===== src/rtl/enc_preset_ctrl.sv =====
// Rotary-encoder preset controller: quadrature decode, detent accumulation and a press-driven
// SET_MIN/SET_SEC/ARMED state machine. Define ENC_ACCEL_EN to enable fast-turn acceleration.
module enc_preset_ctrl #(
    parameter int QPD       = 4,
    parameter int ACCEL_WIN = 2500000
) (
    input  logic       clk,
    input  logic       reset,
    input  logic       A,
    input  logic       B,
    input  logic       BTN,
    output logic [5:0] min_o,
    output logic [5:0] sec_o,
    output logic       load_o,
    output logic [1:0] state_o,
    output logic [1:0] LED
);

    typedef enum logic [1:0] {
        SET_MIN = 2'd0,
        SET_SEC = 2'd1,
        ARMED   = 2'd2
    } state_t;

    localparam logic signed [4:0] QPD_S = 5'(QPD);

    if (QPD < 1 || QPD > 7 || ACCEL_WIN < 1 || ACCEL_WIN > 4194303) begin : gBadParams
        $error("enc_preset_ctrl: QPD or ACCEL_WIN out of range");
    end

    logic [1:0]        ab_q;
    logic              btn_q;
    logic              primed_q;
    logic signed [4:0] acc_q;
    logic signed [4:0] acc_d;
    logic signed [4:0] accSum;
    logic signed [4:0] step;
    logic [1:0]        posOld;
    logic [1:0]        posNew;
    logic [1:0]        posDiff;
    logic              hitCw;
    logic              hitCcw;
    logic              press;
    logic              detentCw_q;
    logic              detentCcw_q;
    logic              press_q;

    state_t            state_q, state_d;
    logic [5:0]        min_q, min_d;
    logic [5:0]        sec_q, sec_d;
    logic [1:0]        led_q, led_d;
    logic              load_q, load_d;
    logic [5:0]        delta;

    // Gray code to position index, so a +1 / -1 index difference is a CW / CCW quarter-step.
    function automatic logic [1:0] grayPos(input logic [1:0] ab);
        return {ab[1], ab[1] ^ ab[0]};
    endfunction

    function automatic logic [5:0] addMod60(input logic [5:0] v, input logic [5:0] d);
        logic [6:0] s;
        s = {1'b0, v} + {1'b0, d};
        return (s >= 7'd60) ? 6'(s - 7'd60) : s[5:0];
    endfunction

    function automatic logic [5:0] subMod60(input logic [5:0] v, input logic [5:0] d);
        logic [6:0] s;
        s = {1'b0, v} + 7'd60 - {1'b0, d};
        return (s >= 7'd60) ? 6'(s - 7'd60) : s[5:0];
    endfunction

    always_comb begin
        posOld  = grayPos(ab_q);
        posNew  = grayPos({A, B});
        posDiff = posNew - posOld;
        step    = '0;
        if (primed_q) begin
            case (posDiff)
                2'd1:    step = 5'sd1;
                2'd3:    step = -5'sd1;
                default: step = '0;
            endcase
        end
        accSum = acc_q + step;
        hitCw  = (accSum == QPD_S);
        hitCcw = (accSum == -QPD_S);
        acc_d  = (hitCw || hitCcw) ? '0 : accSum;
        press  = primed_q && BTN && !btn_q;
    end

    // primed_q keeps the first post-reset sample of A/B/BTN from looking like a step or press.
    always_ff @(posedge clk or negedge reset) begin
        if (!reset) begin
            ab_q        <= 2'b00;
            btn_q       <= 1'b0;
            primed_q    <= 1'b0;
            acc_q       <= '0;
            detentCw_q  <= 1'b0;
            detentCcw_q <= 1'b0;
            press_q     <= 1'b0;
        end else begin
            ab_q        <= {A, B};
            btn_q       <= BTN;
            primed_q    <= 1'b1;
            acc_q       <= acc_d;
            detentCw_q  <= hitCw;
            detentCcw_q <= hitCcw;
            press_q     <= press;
        end
    end

`ifdef ENC_ACCEL_EN
    localparam logic [21:0] WIN_RELOAD = 22'(ACCEL_WIN - 1);

    logic [21:0] win_q, win_d;
    logic        accept;

    // Down-counter: non-zero means the previous accepted detent is still inside the window.
    assign accept = (detentCw_q || detentCcw_q) && !press_q && (state_q != ARMED);
    assign delta  = (win_q != '0) ? 6'd5 : 6'd1;

    always_comb begin
        win_d = win_q;
        if (accept) begin
            win_d = WIN_RELOAD;
        end else if (win_q != '0) begin
            win_d = win_q - 22'd1;
        end
    end

    always_ff @(posedge clk or negedge reset) begin
        if (!reset) begin
            win_q <= '0;
        end else begin
            win_q <= win_d;
        end
    end
`else
    assign delta = 6'd1;
`endif

    // A press outranks a detent arriving in the same cycle; LED still records that detent.
    always_comb begin
        state_d = state_q;
        min_d   = min_q;
        sec_d   = sec_q;
        led_d   = led_q;
        load_d  = 1'b0;
        if (detentCw_q) begin
            led_d = 2'b01;
        end else if (detentCcw_q) begin
            led_d = 2'b10;
        end
        if (press_q) begin
            case (state_q)
                SET_MIN: state_d = SET_SEC;
                SET_SEC: state_d = ARMED;
                ARMED: begin
                    state_d = SET_MIN;
                    load_d  = 1'b1;
                end
                default: state_d = SET_MIN;
            endcase
        end else if (detentCw_q || detentCcw_q) begin
            case (state_q)
                SET_MIN: min_d = detentCw_q ? addMod60(min_q, delta) : subMod60(min_q, delta);
                SET_SEC: sec_d = detentCw_q ? addMod60(sec_q, delta) : subMod60(sec_q, delta);
                default: ;
            endcase
        end
    end

    always_ff @(posedge clk or negedge reset) begin
        if (!reset) begin
            state_q <= SET_MIN;
            min_q   <= 6'd0;
            sec_q   <= 6'd0;
            led_q   <= 2'b00;
            load_q  <= 1'b0;
        end else begin
            state_q <= state_d;
            min_q   <= min_d;
            sec_q   <= sec_d;
            led_q   <= led_d;
            load_q  <= load_d;
        end
    end

    assign min_o   = min_q;
    assign sec_o   = sec_q;
    assign load_o  = load_q;
    assign state_o = state_q;
    assign LED     = led_q;

endmodule


===== config.mk =====
export PLATFORM = sky130hd
export DESIGN_NAME = enc_preset_ctrl
export DESIGN_NICKNAME = d
export VERILOG_FILES = /design/src/rtl/enc_preset_ctrl.sv
export SDC_FILE = /design/constraint.sdc
export NUM_CORES = 1
export LEC_CHECK = 0
export ABC_CLOCK_PERIOD_IN_PS = 3950
export BUFFER_PORTS_ARGS = -buffer_cell sky130_fd_sc_hd__clkbuf_2
export CAP_MARGIN = 20
export CORE_UTILIZATION = 47
export DETAILED_ROUTE_END_ITERATION = 10
export PLACE_DENSITY_LB_ADDON = 0.3
export SETUP_SLACK_MARGIN = 0.2
export SYNTH_ARGS = -nofsm -noshare
export SYNTH_HDL_FRONTEND = slang
export SYNTH_SLANG_ARGS = --single-unit

===== constraint.sdc =====
create_clock -name clk -period 3.95 [get_ports clk]
set_input_delay 0.1975 -clock clk [delete_from_list [all_inputs] [get_ports clk]]
set_output_delay 0.1975 -clock clk [all_outputs]
set_load 0.03 [all_outputs]

# == After elaboration in Yosys (flattened, before gate mapping) ==
# Cells that the tools add are included.
# word_totals
regBits,29
inputBits,5
out_inout_bits,17
elab_cells,60
# op_classes
addsub,12
magnitude_cmp,4
n_eq_ne,6
mux,14
n_bitwise,3
n_reduce_logical,9
# op_table
cell,count
$mux W6,6
$ge A7 B6 Y1 const B,4
$sub A6 B6 Y6 const B,4
$add A6 B1 Y7 const B,2
$add A6 B6 Y7 const B,2
$sub A7 B1 Y7 const B,2
$mux W5,2
$pmux W5 S2,1
$reduce_and A3 Y1,2
$add A5 B5 Y5,1
$eq A5 B3 Y1 const B,1
$eq A5 B4 Y1 const B,1
$eq A2 B1 Y1 const B,2
$eq A2 B2 Y1 const B,2
$mux W2,2
$pmux W2 S2,1
$logic_and A1 B1 Y1,2
$logic_not A2 Y1,1
$logic_or A1 B1 Y1,2
$mux W1,2
$reduce_bool A2 Y1,1
$sub A2 B2 Y2,1
$xor A1 B1 Y1,2
$logic_not A1 Y1,1
$not A1 Y1,1

# == Depth between registers and ports, before layout ==
# Gate-level depths: netlist (run 1).
# logic_depth
ltp_word,9
mapped_depth,10
mapped_depth_nobuf,10

# == Worst setup path before layout (run 1) ==
# No wires, ideal clock.
# synth_path
path_type,register to register
startpoint,"register sec_q[0], in the netlist sec_o[0]"
endpoint,"register sec_q[3], in the netlist sec_o[3]"
setup_ns,0.123
arrival_ns,2.613
required_time_ns,3.827
slack_ns,1.214
stages_incl_launch_ff,11
period_less_slack_ns,2.736
cell_sequence,dfrtp_1 ha_1 clkbuf_1 nor2b_1 or2_2 ha_1 nand2_1 o311ai_0 a31oi_1 mux2_2 o221a_2
# synth_between
elab_chain_len,5
elab_cells_between_ends,10
classes_between,add/sub: 5; order compare: 2; mux: 3
# synth_lines
item,line_no,source
start: declaration,50,"logic [5:0] sec_q, sec_d;"
start signal: assignment,177,sec_q <= 6'd0;
start signal: assignment,183,sec_q <= sec_d;
$add A6 B6 Y7,68,"s = {1'b0, v} + 7'd60 - {1'b0, d};"
$sub A7 B1 Y7,68,
$sub A6 B6 Y6 or $ge A7 B6 Y1 (tied branches),69,return (s >= 7'd60) ? 6'(s - 7'd60) : s[5:0];
$mux W6,69,
$mux W6 *,167,"SET_SEC: sec_d = detentCw_q ? addMod60(sec_q, delta) : subMod60(sec_q, delta);"
# Mark *: on every way between the ends. The rest lies on a longest branch, timed or not.
# A chain may end at the register's enable or synchronous reset.

# == Final worst setup path (run 1) ==
# Same ends and word-level chain as after synthesis.

==> results of run 1 <==
==> power groups by stage <==
stage / Combinational [mW] / Sequential [mW] / Clock (mW)
6_report: 1.11 / 0.620 / 0.328
3_3_place_gp: 1.09 / 0.620 / 0
3_5_place_dp: 1.11 / 0.624 / 0
2_1_floorplan: 0.899 / 0.621 / 0
5_1_grt: 1.25 / 0.649 / 0.349
4_1_cts: 1.12 / 0.617 / 0.334
==> per-stage QoR <==
step	util	worst slack (ns)	total power [mW]	instance area, um^2
floorplan	-	1.21	1.52	2290
global placement	0.505	1.28	1.71	2390
detailed placement	0.505	1.15	1.74	2390
CTS	0.533	1.14	2.07	2520
global route	0.533	0.968	2.25	2520
finish	0.533	1.15	2.06	2520
==> cells by family after synthesis <==
| kind of cell | after synthesis |
|---|---|
| compound gates | 61 |
| xor+xnor | 23 |
| fa+ha+maj | 16 |
| buf+inv | 30 |
| flops | 29 |
| mux | 5 |
| other cells | 1 |
| simple gates | 92 |
==> cells in the mapped netlist (6+ instances only) <==
library cell,n,share of area
sky130_fd_sc_hd__and3_1,6,0.016
sky130_fd_sc_hd__o21ai_0,12,0.026
sky130_fd_sc_hd__nand2b_1,6,0.016
sky130_fd_sc_hd__nand2_1,17,0.028
sky130_fd_sc_hd__nor2_1,15,0.025
sky130_fd_sc_hd__a31oi_1,6,0.016
sky130_fd_sc_hd__a21oi_1,12,0.026
sky130_fd_sc_hd__inv_1,13,0.021
sky130_fd_sc_hd__dfrtp_1,29,0.32
sky130_fd_sc_hd__xnor2_1,17,0.065
sky130_fd_sc_hd__ha_1,15,0.082
sky130_fd_sc_hd__nor2b_1,7,0.019
sky130_fd_sc_hd__nand3_1,10,0.022
sky130_fd_sc_hd__clkbuf_1,11,0.018
sky130_fd_sc_hd__nor3_1,6,0.013
==> sequential cells by signal, summed over array words and instances, names as in the netlist <==
signal and flops:
detentCcw_q 1, detentCw_q 1, btn_q 1, load_o 1, min_o 6, LED 2, sec_o 6, press_q 1
state_o 2, ab_q 2, acc_q 5, primed_q 1
==> routing by layer <==
layer,global-route usage,routed length (um)
met1,0.285,2320
met2,0.310,2230
met3,0.0422,157
met4,0.0588,52
met5,0,0
==> how the worst max path moves through the flow <==
stage / start / end / slack (ns) / depth (start not counted)
finish: sec_o[0] / sec_o[3] / 1.15 / 9
global route: sec_o[0] / sec_o[3] / 0.97 / 9
CTS: ab_q[1] / acc_q[2] / 1.14 / 10
detailed placement: ab_q[1] / acc_q[2] / 1.15 / 10
global placement: ab_q[1] / acc_q[2] / 1.28 / 10
floorplan: sec_o[0] / sec_o[3] / 1.21 / 10
==> worst max-delay path, stage by stage (launching register included) <==
cell and delay, ns:
sky130_fd_sc_hd__dfrtp_1 0.48, sky130_fd_sc_hd__ha_1 0.37, sky130_fd_sc_hd__nor2b_1 0.19, sky130_fd_sc_hd__or2_2 0.32, sky130_fd_sc_hd__ha_1 0.24, sky130_fd_sc_hd__nand2_1 0.08
sky130_fd_sc_hd__o311ai_0 0.19, sky130_fd_sc_hd__a31oi_1 0.23, sky130_fd_sc_hd__mux2_2 0.36, sky130_fd_sc_hd__o221a_2 0.23
==> final cells by class <==
type / instances / area (um^2) / area share
Clock buffer: 6 / 82.6 / 0.0328
Inverter: 13 / 48.8 / 0.0194
Timing Repair Buffer: 22 / 115 / 0.0457
Multi-Input combinational cell: 198 / 1420 / 0.565
Sequential cell: 29 / 726 / 0.288
Tap cell: 67 / 83.8 / 0.0333
Clock inverter: 2 / 37.5 / 0.0149
==> flow_summary.yaml, run 1 <==
run_status:
  run_status: "complete, but fails checks"
  violations: "DRC"
placement:
  place.gp.congestion: 0.777
  number_of_placed_instances_taps_included: 328
  place.detailed.hpwl_mm: 3.28
  buffer_ports.inserted: 21
sta:
  hold_viol: 0
  whs_ns: 0.0333
  timing.final.crit_share: 0.710
  max-slew-margin-rel: 0.454
  final.setup.tns_ns: 0
  number_of_slew_limit_violations_in_the_final_report: 0
  setup_viol: 0
  unrepaired_setup_endpoints_after_global_routing: "false"
  max_freq_ghz: 0.357
  worst_pin_slew_ns: 0.819
  clock_skew_ns: 0.00584
  finalWorstPathRequiredPeriod_ns: 2.80
synth:
  combinational_family_with_the_most_area_after_synthesis: "simple AND/OR/NAND/NOR gates"
  seq_area_frac_synth: 0.316
  synth_fp_nets: 278
  synthSimpleGateAreaFrac: 0.224
  synth-compound-area-share: 0.182
  synth_ff_type: "sky130_fd_sc_hd__dfrtp_1"
  synth.ff_latch_count: 29
  yosys.area_share.adder: 0.0906
  yosys_warnings: 0
  syn_area_um2: 2290
  syn-instance-count: 257
  ys_async_sr_fraction: 1.00
  synth.area.mux_share: 0.0224
  synth_edf_count: 0
  synth.lib_cells_used.distinct: 56
  postSynthAreaPerCell_um2: 8.92
  synth-xor-area-share: 0.0998
route:
  detailedRoute.firstPassIterationCount: 7
  vias: 1882
  route.final.wire_length_mm: 4.76
  viasPerCell: 5.58
  drc: 2
  detailed_route_wire_length_per_cell_um: 14.1
  ant_nets: 0
  detailedRoute.firstIterationViolations: 164
global_routing:
  global_route.overflow_total: 0
  grt_max_degree: 30
  grt_pass1_wl_mm: 8.04
  grt_pass1_vias: 1730
  antenna_found_initial: 0
  groute.usage.overall: 0.201
floorplan:
  initial_utilization: 0.486
  chipWidth_um: 71.9
  ioPinCount: 22
  site_rows: 25
  area_of_the_core_um2: 4720
  die_y_um: 71.9
  die_area_um2: 5160
clocking:
  cts_hold_buffers: 1
  post_cts_resized: 0
  clock_sinks: 29
  htreeDepth: 2
  worstSkewPairLatency_ns: 0.29
  post_cts_setup_repair_buffer_count: 0
  cts-root-buf: "sky130_fd_sc_hd__clkbuf_8"
  cts_tree: "built"
  cts-buffers-inserted: 5
  clk_transition_reported_paths_ns: 0.07
  ctsLongestPathBuffers: 2
flow_run:
  maxCapViolations: 0
pwr:
  combinationalPowerShare: 0.540
  cellPowerDensity_nw_per_um2: 820
  max_rail_drop_vdd_uv: 413
  p_leak_nw: 1.12
  power.sequential.fraction: 0.301
  pwr-share-clk: 0.159
  p_switching_uw: 968
  p_int_mw: 1.09
  sw_frac_of_total: 0.469
finish:
  antenna_cells_inserted: 0
  area_growth_syn_to_layout_pct: 9.71
  drive_above_1_share: 0.137
  most_common_cell_after_layout_fill_and_taps_aside: "sky130_fd_sc_hd__dfrtp_1"
  layout.cells.most_common_list: "sky130_fd_sc_hd__dfrtp_1 (29), sky130_fd_sc_hd__clkbuf_2 (21), sky130_fd_sc_hd__xnor2_1 (17), sky130_fd_sc_hd__nand2_1 (17)"
  finish.net_count: 290
  num-fill-cells: 443
  stdcell_count: 337
setup_path:
  reg2regPathDepth: 9
  critical_path.startpoint_type: "flip-flop"
  worstSetupEndpointType: "flip-flop"
  critPathArrivalTime_ns: 2.98
  reg2reg_from: "sec_o[0]"
  worstSetupPathType: "flip-flop to flip-flop"
  worst-path-max-fanout: 11
  r2r_end: "sec_o[3]"
  critPathRequiredTime_ns: 4.13
  reg2reg_setup_slack_ns: 1.15
worst_hold_path:
  min_delay_path_depth: 1
  worstHoldPathType: "primary input to flip-flop"
  hold_path_startpoint: "BTN"
  min_to: "btn_q"
Note: power is estimated with default switching activity, not from simulation.
==> run 2: changes to the inputs <==
ABC_CLOCK_PERIOD_IN_PS = 2350   (was 3950)
clock period = 2.35 ns   (was 3.95 ns; I/O delays follow)
==> flow_summary.yaml, run 2 (synthesis gave the netlist of run 1 again) <==
clocking:
  cts-buffers-inserted: 5
  ctsLongestPathBuffers: 2
  cts_tree: "built"
  worstSkewPairLatency_ns: 0.28
  clock_sinks: 29
  clk_transition_reported_paths_ns: 0.06
  cts-root-buf: "sky130_fd_sc_hd__clkbuf_8"
  htreeDepth: 2
route:
  route.final.wire_length_mm: 4.98
  drc: 0
  detailed_route_wire_length_per_cell_um: 13.6
  ant_nets: 0
  viasPerCell: 5.42
  detailedRoute.firstIterationViolations: 200
  detailedRoute.firstPassIterationCount: 4
  vias: 1989
finish:
  stdcell_count: 367
  area_growth_syn_to_layout_pct: 33.1
  num-fill-cells: 394
  fin_util: 0.646
  antenna_cells_inserted: 0
  most_common_cell_after_layout_fill_and_taps_aside: "sky130_fd_sc_hd__buf_4"
  finish.net_count: 320
  drive_above_1_share: 0.367
  layout.cells.most_common_list: "sky130_fd_sc_hd__buf_4 (25), sky130_fd_sc_hd__dfrtp_1 (24), sky130_fd_sc_hd__clkbuf_2 (21), sky130_fd_sc_hd__nand2_1 (16), sky130_fd_sc_hd__nor2_1 (15)"
sta:
  worst_pin_slew_ns: 0.706
  finalWorstPathRequiredPeriod_ns: 2.37
  timing.final.crit_share: 1.01
  unrepaired_setup_endpoints_after_global_routing: "true"
  max_freq_ghz: 0.423
  max-slew-margin-rel: 0.529
  number_of_slew_limit_violations_in_the_final_report: 0
  hold_viol: 0
  clock_skew_ns: 0.00695
  whs_ns: 0.392
  setup_viol: 1
  setup_ws_ns: -0.0168
global_routing:
  antenna_found_initial: 0
  grt_pass1_wl_mm: 8.12
  grt_max_degree: 30
  global_route.overflow_total: 0
  groute.usage.overall: 0.200
  grt_pass1_vias: 1779
worst_hold_path:
  worstHoldPathType: "flip-flop to flip-flop"
  min_delay_path_depth: 1
setup_path:
  worst-path-max-fanout: 5
  critPathRequiredTime_ns: 2.52
  worstSetupEndpointType: "flip-flop"
  critical_path.startpoint_type: "flip-flop"
  critPathArrivalTime_ns: 2.53
  worstSetupPathType: "flip-flop to flip-flop"
  reg2regPathDepth: 10
placement:
  place.detailed.hpwl_mm: 3.43
  place_worst_setup_slack_ns: -0.0705
  place.gp.congestion: 0.848
  buffer_ports.inserted: 21
  number_of_placed_instances_taps_included: 343
floorplan:
  site_rows: 25
  area_of_the_core_um2: 4720
  die_y_um: 71.9
  die_area_um2: 5160
  chipWidth_um: 71.9
  initial_utilization: 0.486
  ioPinCount: 22
pwr:
  p_leak_nw: 1.31
  total_power_mw: 4.12
  max_rail_drop_vdd_uv: 694
  cellPowerDensity_nw_per_um2: 1350
run_status:
  violations: "setup timing"
  run_status: "complete, but fails checks"
flow_run:
  maxCapViolations: 0
[run 2: changes by cell type in the layout (fill, tap and decap cells not counted), moves of 4 or more]
| cell | before | now |
|---|---|---|
| sky130_fd_sc_hd__buf_4 | 0 | 25 |
| sky130_fd_sc_hd__dfrtp_1 | 29 | 24 |
| sky130_fd_sc_hd__dfrtp_2 | 0 | 5 |
| sky130_fd_sc_hd__ha_1 | 15 | 6 |
| sky130_fd_sc_hd__ha_4 | 0 | 6 |
| sky130_fd_sc_hd__inv_1 | 13 | 9 |
| sky130_fd_sc_hd__inv_2 | 0 | 4 |
| sky130_fd_sc_hd__xnor2_1 | 17 | 12 |
| sky130_fd_sc_hd__xnor2_2 | 0 | 4 |
[run 2: worst paths after layout]
path | startpoint | slack (ns) | end
max | ab_q[0] | -0.02 | acc_q[2]
min | btn_q | 0.39 | press_q
max reg2reg | ab_q[0] | -0.02 | acc_q[2]
min reg2reg | btn_q | 0.39 | press_q
max in group asynchronous | reset | 1.44 | min_o[1]
min in group asynchronous | reset | 0.42 | sec_o[2]
[run 2: worst max-delay path, stage by stage, from the launching register on]
cell	delay, ns
sky130_fd_sc_hd__dfrtp_1	0.37
sky130_fd_sc_hd__xor2_1	0.16
sky130_fd_sc_hd__ha_1	0.28
sky130_fd_sc_hd__nor2b_2	0.05
sky130_fd_sc_hd__ha_2	0.18
sky130_fd_sc_hd__fa_2	0.36
sky130_fd_sc_hd__a21o_1	0.19
sky130_fd_sc_hd__a21oi_2	0.13
sky130_fd_sc_hd__xnor3_2	0.31
sky130_fd_sc_hd__xnor2_1	0.15
sky130_fd_sc_hd__a21oi_1	0.07
[run 2: metrics by stage]
| stage | TNS, ns | instance area, um^2 |
|---|---|---|
| 5_1_grt | -0.502 | 3050 |
| 3_5_place_dp | -0.0705 | 2640 |
| 2_1_floorplan | -0.0361 | 2450 |
| 6_report | -0.0168 | 3050 |
| 4_1_cts | -0.0260 | 2870 |
| 3_3_place_gp | -0.0309 | 2640 |
[run 2: what timing repair did]
action                                 in CTS  in global routing
endpoints found under the hold margin      32                  0
setup endpoints to repair                   8                 11
gates resized for setup                     9                 26
hold buffers                                4                  0
setup buffers                               8                  4
pin swaps                                   9                 12
[run 2: power breakdown]
| group | leakage [nW] | internal [mW] | switching, mW |
|---|---|---|---|
| Sequential | 0.353 | 0.676 | 0.265 |
| Clock | 0.0455 | 0.238 | 0.182 |
| Combinational | 0.917 | 1.31 | 1.45 |
| Total | 1.31 | 2.22 | 1.90 |
[run 2: final cells by class]
| class | instances | area, um^2 | share of cell area |
|---|---|---|---|
| Tap cell | 67 | 83.8 | 0.0275 |
| Inverter | 13 | 48.8 | 0.0160 |
| Timing Repair Buffer | 52 | 355 | 0.116 |
| Multi-Input combinational cell | 198 | 1740 | 0.571 |
| Clock buffer | 8 | 90.1 | 0.0295 |
| Sequential cell | 29 | 732 | 0.240 |
[run 2: per-layer routing]
layer | global-route usage | routed length [um]
met5 | 0 | 0
met4 | 0.0523 | 46
met3 | 0.0450 | 210
met2 | 0.307 | 2330
met1 | 0.285 | 2400
